File: src/rtl/logs_pkg.sv
// ----------------------------------------------------------------------------
// logs_pkg
//   Constants shared by the logistic sound path: the PWM demodulator window
//   length and the clog2-derived count width. The mixer's count width uses
//   the same helper, so both ends of the link agree on the sample width.
// ----------------------------------------------------------------------------
package logs_pkg;

    // Default demodulator window, in clk cycles per output sample.
    localparam int LOGS_DEMOD_WINDOW = 64;

    // Width needed to hold a count from 0 up to and including n.
    function automatic int logs_count_bits(input int n);
        return $clog2(n + 1);
    endfunction

    // Sample/edge width for the default window (7 bits for 64 cycles).
    localparam int LOGS_DEMOD_SAMPLE_BITS = logs_count_bits(LOGS_DEMOD_WINDOW);

    // Default synchroniser depth on asynchronous single-bit inputs.
    localparam int LOGS_SYNC_STAGES = 2;

endpackage

File: src/rtl/logs_sync.sv
// ----------------------------------------------------------------------------
// logs_sync
//   N-stage flip-flop synchroniser for a single asynchronous bit.
//   Every stage clears on reset, so the output is 0 until a real input
//   value has travelled through the whole chain.
// Ports
//   i_clk  destination clock
//   i_rst  asynchronous reset, active high
//   i_d    asynchronous input bit
//   o_q    synchronised bit, STAGES cycles behind i_d
// ----------------------------------------------------------------------------
module logs_sync
    import logs_pkg::*;
#(
    parameter int STAGES = LOGS_SYNC_STAGES
) (
    input  logic i_clk,
    input  logic i_rst,
    input  logic i_d,
    output logic o_q
);

    logic [STAGES-1:0] r_chain;

    always_ff @(posedge i_clk or posedge i_rst) begin
        if (i_rst) begin
            r_chain <= '0;
        end else begin
            r_chain <= {r_chain[STAGES-2:0], i_d};
        end
    end

    assign o_q = r_chain[STAGES-1];

endmodule

File: src/rtl/logs_pwm_demod.sv
// ----------------------------------------------------------------------------
// logs_pwm_demod
//   Receive end of the 1-bit PWM audio link. The bitstream is synchronised,
//   then boxcar-integrated over back-to-back windows of WINDOW cycles. Each
//   window yields a duty sample (high cycles) and a rising-edge count; both
//   are presented through a 1-deep valid/ready buffer.
// Ports
//   i_clk            system clock
//   i_reset          asynchronous reset, active high
//   i_snd_in         PWM bitstream, may be asynchronous to i_clk
//   o_sample         high cycles in the last loaded window
//   o_edges          0->1 transitions in the last loaded window
//   o_sample_valid   o_sample/o_edges hold an unconsumed result
//   i_sample_ready   consumer takes the result when valid & ready at posedge
//   o_overflow       sticky: a window result was dropped
//   i_overflow_clr   synchronous clear of o_overflow
// ----------------------------------------------------------------------------
module logs_pwm_demod
    import logs_pkg::*;
#(
    parameter int WINDOW      = LOGS_DEMOD_WINDOW,
    parameter int SAMPLE_BITS = LOGS_DEMOD_SAMPLE_BITS,
    parameter int SYNC_STAGES = LOGS_SYNC_STAGES
) (
    input  logic                   i_clk,
    input  logic                   i_reset,
    input  logic                   i_snd_in,
    output logic [SAMPLE_BITS-1:0] o_sample,
    output logic [SAMPLE_BITS-1:0] o_edges,
    output logic                   o_sample_valid,
    input  logic                   i_sample_ready,
    output logic                   o_overflow,
    input  logic                   i_overflow_clr
);

    localparam int CNT_W = (WINDOW > 2) ? $clog2(WINDOW) : 1;
    localparam logic [CNT_W-1:0] CNT_LAST = CNT_W'(WINDOW - 1);

    // ------------------------------------------------------------------
    // Input synchroniser and edge detector
    // ------------------------------------------------------------------
    logic w_snd_s;
    logic r_prev;
    logic w_rise;

    logs_sync #(
        .STAGES (SYNC_STAGES)
    ) u_sync (
        .i_clk (i_clk),
        .i_rst (i_reset),
        .i_d   (i_snd_in),
        .o_q   (w_snd_s)
    );

    always_ff @(posedge i_clk or posedge i_reset) begin
        if (i_reset) begin
            r_prev <= 1'b0;
        end else begin
            r_prev <= w_snd_s;
        end
    end

    assign w_rise = w_snd_s & ~r_prev;

    // ------------------------------------------------------------------
    // Window counter
    // ------------------------------------------------------------------
    logic [CNT_W-1:0] r_cnt;
    logic             w_win_end;

    assign w_win_end = (r_cnt == CNT_LAST);

    always_ff @(posedge i_clk or posedge i_reset) begin
        if (i_reset) begin
            r_cnt <= '0;
        end else if (w_win_end) begin
            r_cnt <= '0;
        end else begin
            r_cnt <= r_cnt + CNT_W'(1);
        end
    end

    // ------------------------------------------------------------------
    // Accumulators. The *_next values include the current cycle, so at
    // the window end they are the complete window result; the registers
    // then restart from zero with no dead cycle between windows.
    // acc never exceeds WINDOW, which SAMPLE_BITS holds by construction.
    // ------------------------------------------------------------------
    logic [SAMPLE_BITS-1:0] r_acc;
    logic [SAMPLE_BITS-1:0] r_ecnt;
    logic [SAMPLE_BITS-1:0] w_acc_next;
    logic [SAMPLE_BITS-1:0] w_ecnt_next;

    assign w_acc_next  = r_acc  + SAMPLE_BITS'(w_snd_s);
    assign w_ecnt_next = r_ecnt + SAMPLE_BITS'(w_rise);

    always_ff @(posedge i_clk or posedge i_reset) begin
        if (i_reset) begin
            r_acc  <= '0;
            r_ecnt <= '0;
        end else if (w_win_end) begin
            r_acc  <= '0;
            r_ecnt <= '0;
        end else begin
            r_acc  <= w_acc_next;
            r_ecnt <= w_ecnt_next;
        end
    end

    // ------------------------------------------------------------------
    // Output buffer. A window result loads if the slot is empty or is
    // being consumed this same edge; otherwise it is dropped and the
    // held result stays untouched.
    // ------------------------------------------------------------------
    logic                   r_valid;
    logic [SAMPLE_BITS-1:0] r_sample;
    logic [SAMPLE_BITS-1:0] r_edges;
    logic                   r_overflow;
    logic                   w_take;
    logic                   w_load;
    logic                   w_drop;

    assign w_take = r_valid & i_sample_ready;
    assign w_load = w_win_end & (~r_valid | i_sample_ready);
    assign w_drop = w_win_end & r_valid & ~i_sample_ready;

    always_ff @(posedge i_clk or posedge i_reset) begin
        if (i_reset) begin
            r_valid  <= 1'b0;
            r_sample <= '0;
            r_edges  <= '0;
        end else if (w_load) begin
            r_valid  <= 1'b1;
            r_sample <= w_acc_next;
            r_edges  <= w_ecnt_next;
        end else if (w_take) begin
            // Data is left stale; only the valid bit drops.
            r_valid  <= 1'b0;
        end
    end

    // A drop in the same cycle as a clear keeps the flag set, so no
    // dropped result can go unreported.
    always_ff @(posedge i_clk or posedge i_reset) begin
        if (i_reset) begin
            r_overflow <= 1'b0;
        end else if (w_drop) begin
            r_overflow <= 1'b1;
        end else if (i_overflow_clr) begin
            r_overflow <= 1'b0;
        end
    end

    assign o_sample       = r_sample;
    assign o_edges        = r_edges;
    assign o_sample_valid = r_valid;
    assign o_overflow     = r_overflow;

endmodule

File: config.mk
export PLATFORM = sky130hd
export DESIGN_NAME = logs_pwm_demod
export DESIGN_NICKNAME = d
export VERILOG_FILES = /design/src/rtl/logs_pkg.sv /design/src/rtl/logs_sync.sv /design/src/rtl/logs_pwm_demod.sv
export SDC_FILE = /design/constraint.sdc
export NUM_CORES = 1
export LEC_CHECK = 0
export BUFFER_PORTS_ARGS = -buffer_cell sky130_fd_sc_hd__buf_2
export CORE_UTILIZATION = 37
export CTS_BUF_LIST = sky130_fd_sc_hd__clkbuf_2
export DETAILED_ROUTE_END_ITERATION = 12
export GPL_ROUTABILITY_DRIVEN = 0
export HOLD_SLACK_MARGIN = 0.12
export MAX_ROUTING_LAYER = met4
export SYNTH_ARGS = -nofsm -noshare
export SYNTH_HDL_FRONTEND = slang
export SYNTH_SLANG_ARGS = --single-unit
File: constraint.sdc
create_clock -name i_clk -period 2.1 [get_ports i_clk]
set_input_delay 0.42 -clock i_clk [delete_from_list [all_inputs] [get_ports i_clk]]
set_output_delay 0.42 -clock i_clk [all_outputs]
set_load 0.02 [all_outputs]
==> metrics.txt <==
# TYPE chip_impl_metric gauge
chip_impl_info{name="outcome",value="finished clean"} 1
chip_impl_info{name="crit_path_start_kind",value="register"} 1
chip_impl_metric{name="hpwl",unit="um"} 1940
chip_impl_metric{name="timing.reg2reg.worst_path_depth",unit=""} 4
chip_impl_metric{name="route.antenna.remaining_nets",unit=""} 0
chip_impl_metric{name="ir_drop_worst_case_vdd",unit="mV"} 0.403
chip_impl_info{name="r2r_start",value="r_cnt[0]"} 1
chip_impl_metric{name="synth-seq-cells",unit=""} 39
chip_impl_info{name="reg2reg_to",value="o_edges[0]"} 1
chip_impl_info{name="crit_path_end_kind",value="register"} 1
chip_impl_metric{name="rrSetupSlack",unit="ns"} 0.48
chip_impl_metric{name="synthesis.yosys.warnings",unit=""} 0
chip_impl_metric{name="netlist_area",unit="mm2"} 0.00161
chip_impl_metric{name="cp_max_fo",unit=""} 14
chip_impl_metric{name="drt_iter0_markers",unit=""} 37
chip_impl_metric{name="max_slew.worst_pin.slew",unit="ns"} 0.472
chip_impl_metric{name="first_global_vias",unit=""} 972
chip_impl_metric{name="ios",unit=""} 21
chip_impl_metric{name="clk_transition_reported_paths",unit="ns"} 0.19
chip_impl_metric{name="worst_ep_required_time",unit="ns"} 2.38
chip_impl_info{name="worstSetupStartpoint",value="r_cnt[0]"} 1
chip_impl_info{name="critical-path-slowest-cell",value="sky130_fd_sc_hd__dfrtp_1"} 1
chip_impl_metric{name="period_share",unit=""} 0.773
chip_impl_metric{name="avgViaCountPerCell",unit=""} 5.01
chip_impl_metric{name="layout-drive-gt1-share",unit=""} 0.239
chip_impl_metric{name="maximum_number_of_pins_on_one_net_before_global_route_repair",unit=""} 40
chip_impl_metric{name="overall_overflow_remaining_after_global_route",unit=""} 0
chip_impl_metric{name="fmax",unit="MHz"} 616
chip_impl_metric{name="maxCapViolations",unit=""} 0
chip_impl_metric{name="final_worst_hold_slack",unit="ns"} 0.188
chip_impl_metric{name="worst_ep_arrival_time",unit="ns"} 1.91
chip_impl_metric{name="synth.avg_cell_area",unit="um2"} 12.1
chip_impl_info{name="layout_commonest_cell",value="sky130_fd_sc_hd__dfrtp_1"} 1
chip_impl_metric{name="cts.htree.levels",unit=""} 2
chip_impl_metric{name="final.min_clock_period",unit="ns"} 1.62
chip_impl_info{name="criticalPathCategory",value="register to register"} 1
chip_impl_metric{name="die_w",unit="um"} 68.0
chip_impl_info{name="clockRootBuffer",value="sky130_fd_sc_hd__clkbuf_2"} 1
chip_impl_metric{name="grt_pass1_wl",unit="um"} 4570
chip_impl_info{name="worst_setup_path_endpoint",value="o_edges[0]"} 1
chip_impl_info{name="classification_of_the_worst_slack_hold_path",value="input pin to register"} 1
chip_impl_metric{name="antennaDiodeCount",unit=""} 0
chip_impl_info{name="timing.critical_path.cells",value="ha_1, and2_1, and3_4, mux2_2"} 1
chip_impl_metric{name="numCtsBuffers",unit=""} 5
chip_impl_metric{name="placement.io_buffers",unit=""} 20
chip_impl_metric{name="synth_cell_type_count",unit=""} 23
chip_impl_metric{name="placementRows",unit=""} 23
chip_impl_metric{name="grt_antenna_before_repair",unit=""} 0
chip_impl_info{name="timing.critical_path.max_delay_family",value="simple AND/OR/NAND/NOR gates"} 1
chip_impl_info{name="unrepaired_setup_endpoints_after_global_routing",value="no"} 1
chip_impl_metric{name="routed_len_inst",unit="um"} 13.5
chip_impl_metric{name="final_net_count",unit=""} 169
chip_impl_metric{name="p_leak",unit="nW"} 0.884
chip_impl_metric{name="syn_inst",unit=""} 133
chip_impl_metric{name="drt_pre_antenna_iters",unit=""} 6
chip_impl_metric{name="cts.path.max_buffers",unit=""} 2
chip_impl_metric{name="die_height",unit="um"} 68.0
chip_impl_metric{name="cp.depth",unit=""} 4
chip_impl_metric{name="area_delta_synth_final",unit="%"} 13.4
chip_impl_metric{name="dieArea",unit="mm2"} 0.00462
chip_impl_metric{name="post-route-drc-count",unit=""} 0
chip_impl_metric{name="clock_sink_count",unit=""} 39
chip_impl_metric{name="pwr_density_cell",unit="mW/mm2"} 912
chip_impl_metric{name="finalHoldViolations",unit=""} 0
chip_impl_info{name="cts_tree",value="yes"} 1
chip_impl_metric{name="cp.buffers_inverters",unit=""} 0
chip_impl_metric{name="timing.setup.tns",unit="ns"} 0
chip_impl_metric{name="report.final.setup_viol",unit=""} 0
chip_impl_metric{name="synth-seq-area-share",unit=""} 0.606
chip_impl_metric{name="slew_violations",unit=""} 0
chip_impl_metric{name="insertion_delay",unit="ns"} 0.39
chip_impl_metric{name="max_slew_margin",unit=""} 0.685
chip_impl_info{name="leading_cell_types_in_the_layout_fill_and_taps_excluded",value="39 x sky130_fd_sc_hd__dfrtp_1, 20 x sky130_fd_sc_hd__buf_2, 12 x sky130_fd_sc_hd__a31oi_1, 10 x sky130_fd_sc_hd__nand3_1, 9 x sky130_fd_sc_hd__a21oi_1"} 1
chip_impl_metric{name="drt_wl_total",unit="um"} 2820
chip_impl_metric{name="grt_use_total",unit=""} 0.146
chip_impl_metric{name="initial_core_util",unit=""} 0.394
chip_impl_metric{name="max_stage_delay",unit="ns"} 0.44
chip_impl_metric{name="synthesis.nets",unit=""} 143
chip_impl_metric{name="coreArea",unit="mm2"} 0.00409
chip_impl_metric{name="clock_skew",unit="ns"} 0.0196
chip_impl_metric{name="routed_vias",unit=""} 1048
chip_impl_metric{name="nFillCells",unit=""} 382
==> area by class of cell <==
class | instances | area, um2 | area share
clock inverter | 1 | 30.0 | 0.0164
clock buffer | 6 | 30.0 | 0.0164
sequential | 39 | 976 | 0.534
tap | 50 | 62.6 | 0.0342
inverter | 2 | 7.51 | 0.00411
timing repair buffer | 25 | 143 | 0.0781
multi-input combinational | 86 | 578 | 0.316
==> cells by family after synthesis <==
| group | Yosys count | share of synthesized area |
|---|---|---|
| multiplexers | 6 | 0.0466 |
| flip-flops | 39 | 0.606 |
| XOR/XNOR | 9 | 0.0489 |
| AO/OA/AOI/OAI | 28 | 0.0970 |
| buffers and inverters | 8 | 0.0357 |
| adder cells (fa/ha/maj) | 5 | 0.0388 |
| AND/OR/NAND/NOR | 38 | 0.127 |
==> through the flow <==
step	cells	setup WS [ns]	utilization	total power, W	area [um2]
2_1_floorplan	133	0.497	-	0.00117	1610
3_3_place_gp	200	0.541	0.427	0.00124	1750
3_5_place_dp	200	0.486	0.427	0.00125	1750
4_1_cts	209	0.464	0.447	0.00168	1830
5_1_grt	209	0.339	0.447	0.00177	1830
6_report	209	0.477	0.447	0.00167	1830
==> worst min path at each step <==
stage / start / cells past startpoint / endpoint / slack [ns]
floorplan: u_sync.r_chain[0] / 0 / u_sync.r_chain[1] / 0.33
global placement: u_sync.r_chain[0] / 0 / u_sync.r_chain[1] / 0.33
detailed placement: u_sync.r_chain[0] / 0 / u_sync.r_chain[1] / 0.36
CTS: i_overflow_clr / 2 / o_overflow / 0.17
global route: i_overflow_clr / 2 / o_overflow / 0.15
finish: i_overflow_clr / 2 / o_overflow / 0.19
==> layer usage <==
| layer | vias to the layer above | share of wire | GRT usage |
|---|---|---|---|
| met5 | - | 0 | - |
| met4 | 0 | 0.016 | 0.0859 |
| met3 | 6 | 0.042 | 0.0400 |
| met2 | 28 | 0.43 | 0.194 |
| met1 | 493 | 0.51 | 0.197 |
| li1 | 521 | - | - |
==> synthesized netlist by cell type <==
library cell / instances / area share
sky130_fd_sc_hd__o21ai_0: 6 / 0.019
sky130_fd_sc_hd__mux2_4: 2 / 0.019
sky130_fd_sc_hd__nand3_1: 10 / 0.031
sky130_fd_sc_hd__clkbuf_1: 1 / 0.0023
sky130_fd_sc_hd__xnor2_1: 5 / 0.027
sky130_fd_sc_hd__inv_1: 2 / 0.0047
sky130_fd_sc_hd__a31oi_1: 12 / 0.047
sky130_fd_sc_hd__nand2b_1: 1 / 0.0039
sky130_fd_sc_hd__a21oi_1: 9 / 0.028
sky130_fd_sc_hd__and3_4: 2 / 0.014
sky130_fd_sc_hd__xor2_1: 4 / 0.022
sky130_fd_sc_hd__o22ai_1: 1 / 0.0039
sky130_fd_sc_hd__ha_1: 5 / 0.039
sky130_fd_sc_hd__buf_6: 1 / 0.0070
sky130_fd_sc_hd__mux2_2: 4 / 0.028
sky130_fd_sc_hd__buf_12: 1 / 0.012
sky130_fd_sc_hd__nand2_1: 6 / 0.014
sky130_fd_sc_hd__or3_1: 4 / 0.016
sky130_fd_sc_hd__nor2_1: 6 / 0.014
sky130_fd_sc_hd__and2_1: 8 / 0.031
sky130_fd_sc_hd__nor2b_1: 1 / 0.0039
sky130_fd_sc_hd__dfrtp_1: 39 / 0.61
sky130_fd_sc_hd__buf_2: 3 / 0.0093
==> sequential cells by signal, indices dropped and copies added (netlist names) <==
| register | count |
|---|---|
| r_prev | 1 |
| r_ecnt | 7 |
| o_sample | 7 |
| o_edges | 7 |
| o_overflow | 1 |
| r_cnt | 6 |
| r_acc | 7 |
| u_sync.r_chain | 2 |
| o_sample_valid | 1 |
==> where the power goes <==
part / leakage [nW] / switching [W] / internal, W / total [W]
logic: 0.343 / 0.000139 / 0.000137 / 0.000276
clock network: 0.0391 / 0.000236 / 0.000201 / 0.000436
registers: 0.502 / 0.0000862 / 0.000867 / 0.000953
==> what timing repair did <==
| item | CTS | global route |
|---|---|---|
| hold buffers | 2 | 0 |
| hold endpoints to repair | 33 | 0 |
| buffers inserted | 0 | 0 |
| gates resized for setup | 0 | 0 |
Power figures use the tool's default switching activity.
